## config.mk

```make
export PLATFORM = sky130hd
export DESIGN_NAME = draw_score
export DESIGN_NICKNAME = d
export VERILOG_FILES = /design/src/rtl/score_pkg.sv /design/src/rtl/seg7_decode.sv /design/src/rtl/draw_score.sv
export SDC_FILE = /design/constraint.sdc
export NUM_CORES = 1
export LEC_CHECK = 0
export ABC_AREA = 1
export CAP_MARGIN = 20
export CORE_MARGIN = 4
export CORE_UTILIZATION = 45
export DETAILED_ROUTE_END_ITERATION = 7
export GPL_TIMING_DRIVEN = 0
export HOLD_SLACK_MARGIN = 0.08
export PLACE_DENSITY = 0.66
export SLEW_MARGIN = 5
export SYNTH_ARGS = -nofsm -noshare
export SYNTH_HDL_FRONTEND = slang
export SYNTH_SLANG_ARGS = --single-unit
```

## constraint.sdc

```tcl
create_clock -name pclk -period 2 [get_ports pclk]
set_input_delay 0.3 -clock pclk [delete_from_list [all_inputs] [get_ports pclk]]
set_output_delay 0.3 -clock pclk [all_outputs]
set_load 0.01 [all_outputs]
```

## src/rtl/score_pkg.sv

```systemverilog
// Shared geometry, VGA bus layout and conversion-state encoding for the score overlay.
package score_pkg;

    localparam int VGA_BUS_SIZE = 38;

    typedef struct packed {
        logic [10:0] vcount;
        logic        vsync;
        logic        vblnk;
        logic [10:0] hcount;
        logic        hsync;
        logic        hblnk;
        logic [11:0] rgb;
    } vga_bus_t;

    localparam int CELL_W      = 20;
    localparam int CELL_H      = 36;
    localparam int SEG_T       = 4;
    localparam int MID_ROW     = 16;
    localparam int ONES_OFFSET = 28;

    typedef enum logic [1:0] {
        ST_IDLE = 2'd0,
        ST_CONV = 2'd1,
        ST_LOAD = 2'd2
    } conv_state_t;

    function automatic logic [7:0] clamp99(input logic [7:0] s);
        return (s > 8'd99) ? 8'd99 : s;
    endfunction

    function automatic logic [7:0] bcd_adjust(input logic [7:0] bcd);
        logic [3:0] hi;
        logic [3:0] lo;
        hi = (bcd[7:4] >= 4'd5) ? bcd[7:4] + 4'd3 : bcd[7:4];
        lo = (bcd[3:0] >= 4'd5) ? bcd[3:0] + 4'd3 : bcd[3:0];
        return {hi, lo};
    endfunction

    // Mask bit order is {g,f,e,d,c,b,a}; col/row are already known to lie inside the cell.
    function automatic logic seg_lit(input logic [11:0] col, input logic [11:0] row,
                                     input logic [6:0] mask);
        logic top_half;
        logic bot_half;
        logic left_col;
        logic right_col;
        top_half  = row < 12'(MID_ROW + SEG_T);
        bot_half  = row >= 12'(MID_ROW);
        left_col  = col < 12'(SEG_T);
        right_col = col >= 12'(CELL_W - SEG_T);
        return (mask[0] && (row < 12'(SEG_T)))
            || (mask[1] && right_col && top_half)
            || (mask[2] && right_col && bot_half)
            || (mask[3] && (row >= 12'(CELL_H - SEG_T)))
            || (mask[4] && left_col && bot_half)
            || (mask[5] && left_col && top_half)
            || (mask[6] && bot_half && top_half);
    endfunction

endpackage

```

## src/rtl/seg7_decode.sv

```systemverilog
// BCD digit to 7-segment mask {g,f,e,d,c,b,a}; non-decimal codes light nothing.
module seg7_decode (
    input  logic [3:0] bcd,
    output logic [6:0] seg
);

    always_comb begin
        seg = 7'b0000000;
        case (bcd)
            4'd0: seg = 7'b0111111;
            4'd1: seg = 7'b0000110;
            4'd2: seg = 7'b1011011;
            4'd3: seg = 7'b1001111;
            4'd4: seg = 7'b1100110;
            4'd5: seg = 7'b1101101;
            4'd6: seg = 7'b1111101;
            4'd7: seg = 7'b0000111;
            4'd8: seg = 7'b1111111;
            4'd9: seg = 7'b1101111;
            default: seg = 7'b0000000;
        endcase
    end

endmodule

```

## src/rtl/draw_score.sv

```systemverilog
// Overlays two 2-digit player scores on the VGA bus with a fixed 2-cycle pipeline;
// scores are sampled at vblank start and converted to BCD serially.
module draw_score
    import score_pkg::*;
#(
    parameter int          Y0        = 24,
    parameter int          X_P1      = 448,
    parameter int          X_P2      = 548,
    parameter logic [11:0] SCORE_RGB = 12'hFFF
) (
    input  logic                    pclk,
    input  logic                    rst,
    input  logic [VGA_BUS_SIZE-1:0] vga_in,
    input  logic [7:0]              pl1_score,
    input  logic [7:0]              pl2_score,
    output logic [VGA_BUS_SIZE-1:0] vga_out
);

    localparam logic [11:0] LEFT_P1_T = 12'(X_P1);
    localparam logic [11:0] LEFT_P1_O = 12'(X_P1 + ONES_OFFSET);
    localparam logic [11:0] LEFT_P2_T = 12'(X_P2);
    localparam logic [11:0] LEFT_P2_O = 12'(X_P2 + ONES_OFFSET);

    vga_bus_t    bus_in;
    vga_bus_t    bus_s1;
    vga_bus_t    bus_s2;
    logic [3:0]  hit_next;
    logic [3:0]  hit_s1;

    conv_state_t state;
    logic [2:0]  bit_cnt;
    logic        vblnk_prev;
    logic [7:0]  shadow_p1;
    logic [7:0]  shadow_p2;
    logic [7:0]  bcd_p1;
    logic [7:0]  bcd_p2;
    logic [3:0]  p1_tens;
    logic [3:0]  p1_ones;
    logic [3:0]  p2_tens;
    logic [3:0]  p2_ones;

    logic [6:0]  seg_p1_tens;
    logic [6:0]  seg_p1_ones;
    logic [6:0]  seg_p2_tens;
    logic [6:0]  seg_p2_ones;
    logic [6:0]  mask_p1_tens;
    logic [6:0]  mask_p2_tens;

    assign bus_in  = vga_bus_t'(vga_in);
    assign vga_out = bus_s2;

    seg7_decode u_dec_p1_tens (.bcd(p1_tens), .seg(seg_p1_tens));
    seg7_decode u_dec_p1_ones (.bcd(p1_ones), .seg(seg_p1_ones));
    seg7_decode u_dec_p2_tens (.bcd(p2_tens), .seg(seg_p2_tens));
    seg7_decode u_dec_p2_ones (.bcd(p2_ones), .seg(seg_p2_ones));

    // Leading zero of each score is left blank.
    assign mask_p1_tens = (p1_tens == 4'd0) ? 7'd0 : seg_p1_tens;
    assign mask_p2_tens = (p2_tens == 4'd0) ? 7'd0 : seg_p2_tens;

    function automatic logic digit_hit(input logic [10:0] hc, input logic [10:0] vc,
                                       input logic [11:0] left, input logic [6:0] mask);
        logic [11:0] dx;
        logic [11:0] dy;
        dx = {1'b0, hc} - left;
        dy = {1'b0, vc} - 12'(Y0);
        return (dx < 12'(CELL_W)) && (dy < 12'(CELL_H)) && seg_lit(dx, dy, mask);
    endfunction

    always_comb begin
        hit_next    = 4'b0000;
        hit_next[0] = digit_hit(bus_in.hcount, bus_in.vcount, LEFT_P1_T, mask_p1_tens);
        hit_next[1] = digit_hit(bus_in.hcount, bus_in.vcount, LEFT_P1_O, seg_p1_ones);
        hit_next[2] = digit_hit(bus_in.hcount, bus_in.vcount, LEFT_P2_T, mask_p2_tens);
        hit_next[3] = digit_hit(bus_in.hcount, bus_in.vcount, LEFT_P2_O, seg_p2_ones);
    end

    always_ff @(posedge pclk or negedge rst) begin
        if (!rst) begin
            bus_s1 <= '0;
            hit_s1 <= 4'b0000;
            bus_s2 <= '0;
        end else begin
            bus_s1 <= bus_in;
            hit_s1 <= hit_next;
            bus_s2 <= bus_s1;
            if ((|hit_s1) && !bus_s1.hblnk && !bus_s1.vblnk) begin
                bus_s2.rgb <= SCORE_RGB;
            end
        end
    end

    // Shift-add-3 runs on both scores together; displayed digits move only in LOAD,
    // which always falls inside vertical blanking.
    always_ff @(posedge pclk or negedge rst) begin
        if (!rst) begin
            state      <= ST_IDLE;
            bit_cnt    <= 3'd0;
            vblnk_prev <= 1'b0;
            shadow_p1  <= 8'd0;
            shadow_p2  <= 8'd0;
            bcd_p1     <= 8'd0;
            bcd_p2     <= 8'd0;
            p1_tens    <= 4'd0;
            p1_ones    <= 4'd0;
            p2_tens    <= 4'd0;
            p2_ones    <= 4'd0;
        end else begin
            vblnk_prev <= bus_in.vblnk;
            case (state)
                ST_IDLE: begin
                    if (bus_in.vblnk && !vblnk_prev) begin
                        shadow_p1 <= clamp99(pl1_score);
                        shadow_p2 <= clamp99(pl2_score);
                        bcd_p1    <= 8'd0;
                        bcd_p2    <= 8'd0;
                        bit_cnt   <= 3'd0;
                        state     <= ST_CONV;
                    end
                end
                ST_CONV: begin
                    {bcd_p1, shadow_p1} <= {bcd_adjust(bcd_p1), shadow_p1} << 1;
                    {bcd_p2, shadow_p2} <= {bcd_adjust(bcd_p2), shadow_p2} << 1;
                    bit_cnt <= bit_cnt + 3'd1;
                    if (bit_cnt == 3'd7) begin
                        state <= ST_LOAD;
                    end
                end
                ST_LOAD: begin
                    p1_tens <= bcd_p1[7:4];
                    p1_ones <= bcd_p1[3:0];
                    p2_tens <= bcd_p2[7:4];
                    p2_ones <= bcd_p2[3:0];
                    state   <= ST_IDLE;
                end
                default: state <= ST_IDLE;
            endcase
        end
    end

endmodule

```

==> impl_metrics.py <==
metrics = {
    "status": {
        "outcome": "finished clean",
    },
    "timing": {
        "fin_crit_ns": 1.79,
        "maxClockFrequency_ghz": 0.559,
        "setup_violations": 0,
        "fin_worst_skew_ns": 0.00600,
        "period_share": 0.894,
        "finalHoldViolations": 0,
        "timing_worst_slew_pin_value_ns": 0.630,
        "rsz0062_at_grt": "false",
        "layout_setup_ws_ns": 0.212,
        "slew_headroom": 0.574,
        "maxSlewViolCount": 0,
    },
    "worst_setup_path": {
        "worstSetupStartpointType": "flip-flop",
        "end_kind": "flip-flop",
        "r2r-end": "shadow_p1[2]",
        "endpoint": "shadow_p1[2]",
        "ff2ff_setup_slack_ns": 0.21,
        "cp.required_ns": 2.28,
        "worstSetupStartpoint": "state[0]",
        "arrival_ns": 2.07,
        "regToRegStartpoint": "state[0]",
        "rr_worst_depth": 5,
        "critPathMaxFanout": 10,
        "worstSetupPathType": "flip-flop to flip-flop",
    },
    "die": {
        "io_pins": 94,
        "die_height_um": 123,
        "start_util": 0.466,
        "die-area_um2": 15100,
        "die_w_um": 123,
        "rows": 41,
        "core_area_um2": 12800,
    },
    "global_routing": {
        "grt_pass1_vias": 4662,
        "grt_first_pass_wirelength_um": 21000,
        "gr-usage-all-layers": 0.177,
        "antenna_found_initial": 0,
        "grt_max_degree": 86,
        "grt_overflow_total": 0,
    },
    "layout": {
        "syn_to_final_growth_pct": 30.9,
        "antennaDiodeCount": 0,
        "final_area_um2": 7790,
        "fillers": 1031,
        "mostFrequentLayoutCells": "138 x nand2_1, 133 x dfrtp_1, 93 x inv_1, 90 x clkdlybuf4s50_1, 52 x o21ai_0",
        "nets": 844,
        "final_common_cell": "nand2_1",
        "drive_gt1_frac": 0.0807,
    },
    "hold_path": {
        "min_path_type": "primary input to flip-flop",
        "hold_path_depth": 1,
    },
    "routing": {
        "ant_nets": 0,
        "drt_iter0_drc": 297,
        "drt_first_pass_iters": 5,
        "drcViolationCount": 0,
        "wire_per_inst_um": 13.2,
        "drt-vias-per-instance": 4.96,
        "num_vias": 4660,
        "wl_um": 12400,
    },
    "job": {
        "drv_cap": 0,
    },
    "synthesis": {
        "syn_area_um2": 5950,
        "ys_warn_count": 0,
        "ys_seq_elements": 133,
        "synth_fp_nets": 728,
        "yosysUniqueCellTypes": 38,
        "synthCells": 639,
        "synth-seq-area-share": 0.559,
        "syn_area_per_cell_um2": 9.31,
    },
    "clocking": {
        "cts_tree": "yes",
        "ctsHtreeMaxLevel": 4,
        "clock_path_buffers": 2,
        "cts_root_buf": "clkbuf_16",
        "clk_pin_slew_ns": 0.06,
        "worstSkewPairLatency_ns": 0.42,
        "numClockSinks": 133,
        "cts_inserted_buffers": 17,
    },
    "place": {
        "place.gp.congestion": 0.902,
        "postPlaceCellArea_um2": 7120,
        "dp_slack_ns": -0.401,
        "numPortBuffers": 93,
        "dp.final_hpwl_um": 9100,
    },
    "power": {
        "powerDensity_nw_per_um2": 1300,
        "leakage_nw": 3.77,
        "max-vdd-ir-drop_mv": 0.629,
    },
}
==> routing by layer <==
layer	global-route usage	wire length (um)
met5	0	0
met4	0.0685	165
met3	0.0595	707
met2	0.303	6060
met1	0.207	5450
==> synthesized netlist by cell type (all sizes together) <==
cell type | count | area (um2)
nand2 | 142 | 543
dfrtp | 133 | 3330
inv | 97 | 364
o21ai | 55 | 275
nor2 | 44 | 185
nand3 | 42 | 210
ha | 33 | 413
a21oi | 12 | 67.6
o22ai | 12 | 75.1
o211ai | 9 | 67.6
nand4 | 8 | 50.1
clkbuf | 7 | 26.3
nor3 | 6 | 30.0
xor2 | 6 | 52.6
buf | 4 | 25.0
nor4 | 4 | 40.0
or2 | 4 | 25.0
a221oi | 3 | 26.3
o21bai | 3 | 22.5
o221ai | 3 | 26.3
a211oi | 2 | 20.0
a22o | 2 | 17.5
a31oi | 2 | 12.5
o32ai | 2 | 17.5
a21boi | 1 | 7.51
clkinv | 1 | 5.00
o41ai | 1 | 8.76
or4 | 1 | 7.51
==> worst max-delay path, cell delays in order (launching register included) <==
cell and delay (ns):
dfrtp_1 0.40, nor4_4 0.52, nor2_1 0.23, clkbuf_1 0.28, nand2_1 0.11, o221ai_1 0.10
==> worst min-delay path by stage <==
stage	start	to	slack [ns]
floorplan	rst	bcd_p1[0]	0.004
global placement	bus_s1[13]	vga_out[13]	0.33
detailed placement	rst	vga_out[7]	0.26
CTS	vga_in[27]	bus_s1[27]	0.30
global route	vga_in[30]	bus_s1[30]	0.09
finish	vga_in[30]	bus_s1[30]	0.1
==> power by group <==
| part | total (mW) | switching [mW] | leakage, nW | internal, mW |
|---|---|---|---|---|
| sequential | 3.65 | 0.387 | 1.61 | 3.26 |
| combinational | 3.30 | 2.00 | 1.87 | 1.30 |
| clock | 3.18 | 1.18 | 0.297 | 2.00 |
==> flip-flops by register name, summed over array words and instances, names as in the netlist <==
| signal | flops |
|---|---|
| state | 2 |
| bit_cnt | 3 |
| bus_s1 | 37 |
| hit_s1 | 4 |
| p2_tens | 4 |
| bcd_p2 | 8 |
| shadow_p1 | 8 |
| vga_out | 38 |
| p1_ones | 4 |
| bcd_p1 | 8 |
| p2_ones | 4 |
| shadow_p2 | 8 |
| p1_tens | 4 |
| vblnk_prev | 1 |
==> stage by stage <==
step                      std cells  hold WS, ns  setup TNS, ns   util  total power [mW]
after floorplan                 639      0.00441              0      -              5.97
after global routing            940       0.0944              0  0.610              10.9
after CTS                       938        0.296              0  0.607              10.2
after detailed placement        905        0.256          -3.91  0.558              6.95
final                           940       0.0963              0  0.610              10.1
after global placement          904        0.332        -578.08  0.555              6.76
==> repair_timing <==
item	in CTS	in global routing
resized for setup	0	8
hold endpoints to repair	48	1
setup endpoints to repair	0	4
hold buffers	1	1
setup buffers	0	1
==> final cells by class <==
cell class	instances	area, um2	area share
multi-input cells	397	2220	0.285
clock buffers	18	439	0.0564
repair buffers	97	992	0.127
well taps	172	215	0.0276
clock inverters	14	176	0.0227
inverters	98	369	0.0474
plain buffers	11	51.3	0.00659
flip-flops and latches	133	3330	0.427
==> cell families (layout without fill, tap and decap cells) <==
kind of cell,after synthesis,in the layout,share of synthesized area
adders and majority gates,33,33,0.0694
buffers and inverters,109,238,0.0707
AOI/OAI and AO/OA,107,107,0.108
DFF,133,133,0.559
and+or+nand+nor,251,251,0.183
xor gates and xnor gates,6,6,0.00883
(Power assumes the default switching activity.)
